--- src/rtl/pin_serializer.sv ---
// Serial framer: start(1), BITS data LSB first, optional even parity (PIN_SERIALIZER_PARITY_EN), stop(0).
// Start bit reaches q DELAY cycles after accept; ready only in IDLE/STOP, so upstream waits out each frame.
module pin_serializer #(
  parameter int BITS  = 32,
  parameter int DELAY = 4
) (
  input  logic            clk,
  input  logic            reset,
  input  logic [BITS-1:0] d,
  input  logic            valid,
  output logic            ready,
  output logic            q,
  output logic            busy
);

  localparam int CW = $clog2(BITS) + 1;
  localparam logic [CW-1:0] LAST = CW'(BITS - 1);

  typedef enum logic [2:0] {
    IDLE   = 3'd0,
    START  = 3'd1,
    DATA   = 3'd2,
`ifdef PIN_SERIALIZER_PARITY_EN
    PARITY = 3'd3,
`endif
    STOP   = 3'd4
  } state_t;

  state_t          state;
  state_t          state_nxt;
  logic [BITS-1:0] sr;
  logic [CW-1:0]   cnt;
  logic [DELAY-1:0] pipe;
  logic            line;
  logic            open;
  logic            accept;
`ifdef PIN_SERIALIZER_PARITY_EN
  logic            par;
`endif

  // open is derived from state alone so accept never feeds back into itself
  assign open   = (state == IDLE) || (state == STOP);
  assign ready  = open && !reset;
  assign accept = valid && ready;
  assign q      = pipe[DELAY-1];
`ifdef PIN_SERIALIZER_PARITY_EN
  assign busy   = (state == START) || (state == DATA) || (state == PARITY);
`else
  assign busy   = (state == START) || (state == DATA);
`endif

  always_comb begin
    state_nxt = state;
    line      = 1'b0;
    case (state)
      IDLE: begin
        if (accept) state_nxt = START;
      end
      START: begin
        line      = 1'b1;
        state_nxt = DATA;
      end
      DATA: begin
        line = sr[0];
        if (cnt == LAST) begin
`ifdef PIN_SERIALIZER_PARITY_EN
          state_nxt = PARITY;
`else
          state_nxt = STOP;
`endif
        end
      end
`ifdef PIN_SERIALIZER_PARITY_EN
      PARITY: begin
        line      = par;
        state_nxt = STOP;
      end
`endif
      STOP: begin
        state_nxt = accept ? START : IDLE;
      end
      default: state_nxt = IDLE;
    endcase
  end

  always_ff @(posedge clk) begin
    if (reset) begin
      state <= IDLE;
      sr    <= '0;
      cnt   <= '0;
      pipe  <= '0;
`ifdef PIN_SERIALIZER_PARITY_EN
      par   <= 1'b0;
`endif
    end else begin
      state   <= state_nxt;
      // pipe[0] is the line register itself, so DELAY counts it as stage 1
      pipe[0] <= line;
      for (int i = 1; i < DELAY; i++) pipe[i] <= pipe[i-1];
      if (accept) sr <= d;
      else if (state == DATA) sr <= sr >> 1;
      if (state == START) cnt <= '0;
      else if (state == DATA) cnt <= cnt + CW'(1);
`ifdef PIN_SERIALIZER_PARITY_EN
      if (accept) par <= ^d;
`endif
    end
  end

endmodule

--- config.mk ---
export PLATFORM = sky130hd
export DESIGN_NAME = pin_serializer
export DESIGN_NICKNAME = d
export VERILOG_FILES = /design/src/rtl/pin_serializer.sv
export SDC_FILE = /design/constraint.sdc
export NUM_CORES = 1
export LEC_CHECK = 0
export ABC_AREA = 1
export BUFFER_PORTS_ARGS = -buffer_cell sky130_fd_sc_hd__buf_2
export CORE_MARGIN = 4
export CORE_UTILIZATION = 43
export CTS_CLUSTER_DIAMETER = 150
export CTS_CLUSTER_SIZE = 28
export DETAILED_ROUTE_END_ITERATION = 10
export GPL_TIMING_DRIVEN = 0
export PLACE_DENSITY = 0.72
export SLEW_MARGIN = 30
export SYNTH_ARGS = -nofsm -noshare
export SYNTH_HDL_FRONTEND = slang
export SYNTH_SLANG_ARGS = --single-unit
--- constraint.sdc ---
create_clock -name clk -period 2.2 [get_ports clk]
set_input_delay 0 -clock clk [delete_from_list [all_inputs] [get_ports clk]]
set_output_delay 0 -clock clk [all_outputs]
set_load 0.1 [all_outputs]
==> results of run 1 <==
[sequential cells by signal (all words and copies together), names as in the netlist]
signal  flops
sr         32
cnt         6
pipe        4
state       3
[power by group]
part	total [mW]	switching [mW]	internal (mW)
combinational	0.381	0.250	0.131
clock	0.660	0.290	0.371
sequential	0.897	0.0281	0.868
total	1.94	0.568	1.37
[area by class of cell]
type / instances / share of cell area
timing repair buffer: 38 / 0.06986
multi-input combinational: 241 / 0.4125
inverter: 44 / 0.05911
tap: 70 / 0.03135
clock inverter: 1 / 0.01075
sequential: 45 / 0.3224
buffer: 31 / 0.06314
clock buffer: 7 / 0.03090
[layout by cell type (no fill, tap or decap), drive strengths merged]
cell and n:
xor2 1, ha 1, nor3 1, bufinv 1, nor2 15, buf 58, nand3b 1, dfxtp 45
nand3 66, nand4 30, clkbuf 17, a21oi 37, inv 44, dlygate4sd3 1, nand2 89
[final timing paths]
path / from / to / slack, ns / cells past startpoint
hold reg to reg: pipe[1] / pipe[2] / 0.41 / 2
setup reg to reg: state[1] / sr[30] / 0.80 / 6
hold / removal: d[8] / sr[8] / 0.009 / 5
setup / recovery: state[0] / busy / 0.45 / 5
[cell families (layout without fill, tap and decap cells)]
group                      Yosys count  in the layout  synth area share
and+or+nand+nor                    202            202            0.3937
buffers and inverters               75            121            0.1429
DFF                                 45             45            0.3770
AOI/OAI and AO/OA                   37             37           0.07749
adders and majority gates            1              1          0.005235
xor gates and xnor gates             1              1          0.003666
[through the flow]
stage          cells  power, mW
6_report         477      1.938
3_3_place_gp     468      1.283
5_1_grt          477      2.030
2_1_floorplan    361      1.186
4_1_cts          477      1.944
3_5_place_dp     468      1.291
[worst reg2reg max path: stages, from the launching register on]
cell	delay [ns]
sky130_fd_sc_hd__dfxtp_1	0.31
sky130_fd_sc_hd__buf_4	0.15
sky130_fd_sc_hd__nor2_4	0.11
sky130_fd_sc_hd__clkbuf_1	0.40
sky130_fd_sc_hd__nand4_1	0.15
sky130_fd_sc_hd__nand2_1	0.10
sky130_fd_sc_hd__a21oi_1	0.06
[per-layer routing]
layer	routed length (um)	global-route usage	part of all wire
met2	2733	0.3053	0.46
met1	2908	0.2542	0.49
met3	278	0.04013	0.046
met5	0	0	0
met4	67	0.05229	0.011
==> results.ini, run 1 <==
[route]
drc_errors=0
wl_per_cell_um=12.55
drt-total-wl_um=5988
routed-via-count=2476
antenna_violating_nets_post_route=0
firstDrtPassIters=4
detail_route.iter0.violations=130
via_per_inst=5.191

[sta]
slew-limit-headroom=0.6514
report.final.hold_viol_count=0
timing_max_transition_violations_final=0
period_share=0.7937
max_slew.worst_pin.slew_ns=0.5229
totalNegativeSetupSlack_ns=0
layout_min_cycle_time_ns=1.746
fmax_ghz=0.5727
hold_slack_ns=0.008745
fin_skew_ns=0.004612
finalWorstSetupSlack_ns=0.4538
rsz0062_at_grt=false
setup_violations=0

[logic_synthesis]
post-synth-top-count-cell=sky130_fd_sc_hd__nand2_1
synth_warnings=0
synth_ff_type=sky130_fd_sc_hd__dfxtp_1
synthTopCellsByArea=sky130_fd_sc_hd__dfxtp_1, sky130_fd_sc_hd__nand2_1, sky130_fd_sc_hd__nand3_1, sky130_fd_sc_hd__nand4_1, sky130_fd_sc_hd__a21oi_1
yosys_register_bits=45
synth_area_per_cell_um2=6.620
synth_common_cells=sky130_fd_sc_hd__nand2_1, sky130_fd_sc_hd__nand3_1, sky130_fd_sc_hd__dfxtp_1, sky130_fd_sc_hd__inv_1, sky130_fd_sc_hd__a21oi_1
post-synth-top-area-cell=sky130_fd_sc_hd__dfxtp_1
synthArstFlopShare=0
number_of_synthesized_flops_with_an_enable_pin=0
synth.yosys.seq_area_share=0.3770
postSynthNetCount=397
synth_cells=361
post_synth_num_cell_types=21
combined_area_of_all_synthesized_cells_um2=2390
synth.top_cell.area_share=0.3770

[finish]
fin_nets=442
layout-drive-gt1-share=0.1744
fill_cells=547
postLayoutCellArea_um2=2794
layout.area.seq_um2=900.9
area.growth.synth_to_final_pct=16.91
finish.utilization=0.5334
diodes=0
multi_input_comb_area_um2=1152

[place]
preCtsSetupSlack_ns=0.7987
place_hpwl_um=4002
placedInstanceArea_um2=2668
port_buffers=37
gpl.final_weighted_congestion=0.7715

[power_and_ir_drop]
power.ir.vdd_worst_uv=419.0
leakage_nw=1.330
p_per_area_nw_per_um2=693.6

[critical_path]
max_stage_delay_ns=0.42
path_buf_inv=2
worst_ep_required_time_ns=2.20
critPathArrivalTime_ns=1.75
timing.critical_path.fanout_max=10
critical-path-top-cell-by-count=sky130_fd_sc_hd__buf_2
critPathKind=reg2out
endpoint_kind=output port
crit_path_top_delay_cell=sky130_fd_sc_hd__buf_2
worstSetupStartpointType=flip-flop
critical_path.cell_chain=nor2_2, nand2_2, buf_2, nand2_1, buf_2
critical-path-top-delay-family=buffers and inverters

[floorplanning]
std_cell_rows=26
die_extent_in_x_um=82.55
start_util=0.4563
floorplan.io_pins=38
design.die.area_um2=6815
core_area_um2=5238
die_height_um=82.55

[grt]
overflow_left_after_global_routing=0
grt_pass1_wl_um=10030
pin_count_of_the_biggest_net_entering_global_routing=14
grtUsageTotal=0.1889
antenna_found_initial=0
grt_pass1_vias=2224

[clock_tree]
cts_htree_levels=2
numCtsBuffers=5
clock_root_buffer=sky130_fd_sc_hd__clkbuf_8
clock_sinks=45
post-cts-setup-buffers=0
clock_buffer_depth=2
clock_insertion_delay_worst_skew_ns=0.30
tritoncts=yes
cts_hold_buf=1
path_clk_slew_ns=0.09
cts.repair.resized=0

[outcome]
outcome=complete, no violations

[hold_path]
min_path_type=in2reg

[flow_run]
max-cap-violations=0

Power figures use the tool's default switching activity.
==> inputs of run 2 (changes only) <==
==> constraint.sdc (replaced) <==
create_clock -name clk -period 1.8 [get_ports clk]
set_input_delay 0 -clock clk [delete_from_list [all_inputs] [get_ports clk]]
set_output_delay 0 -clock clk [all_outputs]
set_load 0.1 [all_outputs]
==> results.ini, run 2 (synthesis results as in run 1) <==
[outcome]
outcome=complete, no violations

[route]
firstDrtPassIters=5  ; +1
detail_route.iter0.violations=227  ; +75%
drc_errors=0  ; unchanged
routed-via-count=2433  ; -1.7%
antenna_violating_nets_post_route=0  ; unchanged
via_per_inst=5.101  ; -1.7%
drt-total-wl_um=5844  ; -2.4%
wl_per_cell_um=12.25  ; -2.4%

[sta]
fin_skew_ns=0.003187  ; -0.001425 ns
layout_min_cycle_time_ns=1.731
rsz0062_at_grt=false
totalNegativeSetupSlack_ns=0  ; unchanged
fmax_ghz=0.5776
setup_violations=0  ; unchanged
max_slew.worst_pin.slew_ns=0.5619  ; +0.03897 ns
slew-limit-headroom=0.6254  ; -0.02598
period_share=0.9619
timing_max_transition_violations_final=0  ; unchanged
report.final.hold_viol_count=0  ; unchanged

[critical_path]
reg2reg_to=sr[5]
critPathKind=reg2out
max_stage_delay_ns=0.46  ; +0.04 ns
worst_ep_required_time_ns=1.80  ; -0.40 ns
regToRegStartpoint=state[1]
crit_path_top_delay_cell=sky130_fd_sc_hd__buf_2
endpoint_kind=output port
critPathArrivalTime_ns=1.73  ; -0.02 ns
timing.critical_path.fanout_max=10  ; unchanged
path_buf_inv=3  ; +1
reg2reg_slack_ns=0.41  ; -0.39 ns
critical-path-top-delay-family=buffers and inverters
worstSetupStartpointType=flip-flop
critical_path.cell_chain=buf_4, clkbuf_1, nor3_4, buf_2
reg2reg_depth=6  ; unchanged

[finish]
layout-drive-gt1-share=0.1695  ; -0.004914
largest-register=sr
fin_nets=442  ; unchanged
layout.area.seq_um2=900.9  ; unchanged
top_regs=sr: 32 flops, cnt: 6 flops, pipe: 4 flops
diodes=0  ; unchanged
postLayoutCellArea_um2=2766  ; -0.99%
mostFrequentLayoutCells=sky130_fd_sc_hd__nand2_1, sky130_fd_sc_hd__nand3_1, sky130_fd_sc_hd__buf_2, sky130_fd_sc_hd__dfxtp_1, sky130_fd_sc_hd__inv_1
largest_register_ff_count=32  ; unchanged
fill_cells=569  ; +4.0%
mostFrequentLayoutCell=sky130_fd_sc_hd__nand2_1
area.growth.synth_to_final_pct=15.76
multi_input_comb_area_um2=1159  ; +0.54%

[grt]
grt_pass1_vias=2211  ; -0.58%
grt.busiest_layer=met2
use_met2=0.2997  ; -0.005609
grt_pass1_wl_um=9977  ; -0.55%
grtUsageTotal=0.1845  ; -0.004415
gr-usage-met3=0.03254  ; -0.007592
antenna_found_initial=0  ; unchanged
globalRouteMet1Util=0.2547  ; +0.0005083
overflow_left_after_global_routing=0  ; unchanged
pin_count_of_the_biggest_net_entering_global_routing=13  ; -1

[clock_tree]
clock_sinks=45  ; unchanged
clock_insertion_delay_worst_skew_ns=0.29  ; about the same
clock_buffer_depth=2  ; unchanged
numCtsBuffers=5  ; unchanged
post-cts-setup-buffers=0  ; unchanged
tritoncts=yes
clock_root_buffer=sky130_fd_sc_hd__clkbuf_8
cts_htree_levels=2  ; unchanged
path_clk_slew_ns=0.08  ; about the same

[floorplanning]
start_util=0.4563  ; unchanged
die_height_um=82.55  ; unchanged
floorplan.io_pins=38  ; unchanged
std_cell_rows=26  ; unchanged
die_extent_in_x_um=82.55  ; unchanged
design.die.area_um2=6815  ; unchanged
core_area_um2=5238  ; unchanged

[place]
gpl.final_weighted_congestion=0.7878  ; +2.1%
port_buffers=37  ; unchanged
placedInstanceArea_um2=2674  ; +0.23%
place_hpwl_um=4061  ; +1.5%

[hold_path]
whs_endpoint=sr[8]
timing.hold.worst.start=d[8]
min_path_type=in2reg
hold_depth=5  ; unchanged

[flow_run]
max-cap-violations=0  ; unchanged

[power_and_ir_drop]
leakage_nw=1.311  ; -1.5%
power.ir.vdd_worst_uv=612.1  ; +46%
p_per_area_nw_per_um2=781.0  ; +13%

## run 2: worst max path at each step
| stage | cells past startpoint | from | end | slack [ns] |
|---|---|---|---|---|
| floorplan | 3 | state[1] | ready | 0.34 |
| CTS | 5 | state[0] | busy | 0.06 |
| detailed placement | 5 | state[0] | busy | 0.39 |
| global placement | 5 | state[0] | busy | 0.40 |
| finish | 4 | state[1] | ready | 0.07 |
| global route | 5 | state[0] | busy | 0.03 |
## run 2: timing repair
| item | 4_1_cts | 5_1_grt |
|---|---|---|
| hold buffers | 1 | 0 |
| gates resized for setup | 0 | 1 |
| endpoints found under the setup margin | 0 | 1 |
| hold endpoints to repair | 1 | 0 |
## run 2: per-stage QoR
| step | power, mW | hold WS (ns) | std cells | setup slack [ns] | utilization |
|---|---|---|---|---|---|
| after floorplan | 1.452 | 0.1471 | 361 | 0.3443 | - |
| after global placement | 1.571 | 0.2756 | 468 | 0.3955 | 0.5105 |
| after detailed placement | 1.580 | 0.2730 | 468 | 0.3908 | 0.5105 |
| after CTS | 2.170 | 0.006628 | 477 | 0.05961 | 0.5277 |
| after global routing | 2.275 | 0.06131 | 477 | 0.02740 | 0.5282 |
| final | 2.161 | 0.003334 | 477 | 0.06855 | 0.5282 |
## run 2: final cells by class
type                    instances  area share
plain buffers                  31     0.06377
clock buffers                   8     0.02895
inverters                      44     0.05970
multi-input cells             241      0.4188
flip-flops and latches         45      0.3256
well taps                      70     0.03166
repair buffers                 38     0.07146
## run 2: where the power goes
part / switching, mW / internal (mW) / leakage (nW) / total [mW]
sequential: 0.0355 / 1.06 / 0.368 / 1.10
combinational: 0.303 / 0.163 / 0.903 / 0.466
clock: 0.322 / 0.276 / 0.0395 / 0.598
total: 0.661 / 1.50 / 1.31 / 2.16
## run 2: tightest hold or removal path: stages
cell and delay, ns:
sky130_fd_sc_hd__buf_2 0.07, sky130_fd_sc_hd__nor2_1 0.03, sky130_fd_sc_hd__nor2_1 0.07, sky130_fd_sc_hd__nand2_1 0.05, sky130_fd_sc_hd__inv_1 0.04
## run 2: per-layer routing
| metal | vias to the layer above | wire length, um |
|---|---|---|
| met5 | - | 0 |
| met4 | 0 | 47 |
| met3 | 7 | 422 |
| met2 | 85 | 2638 |
| met1 | 1075 | 2735 |
| li1 | 1266 | - |
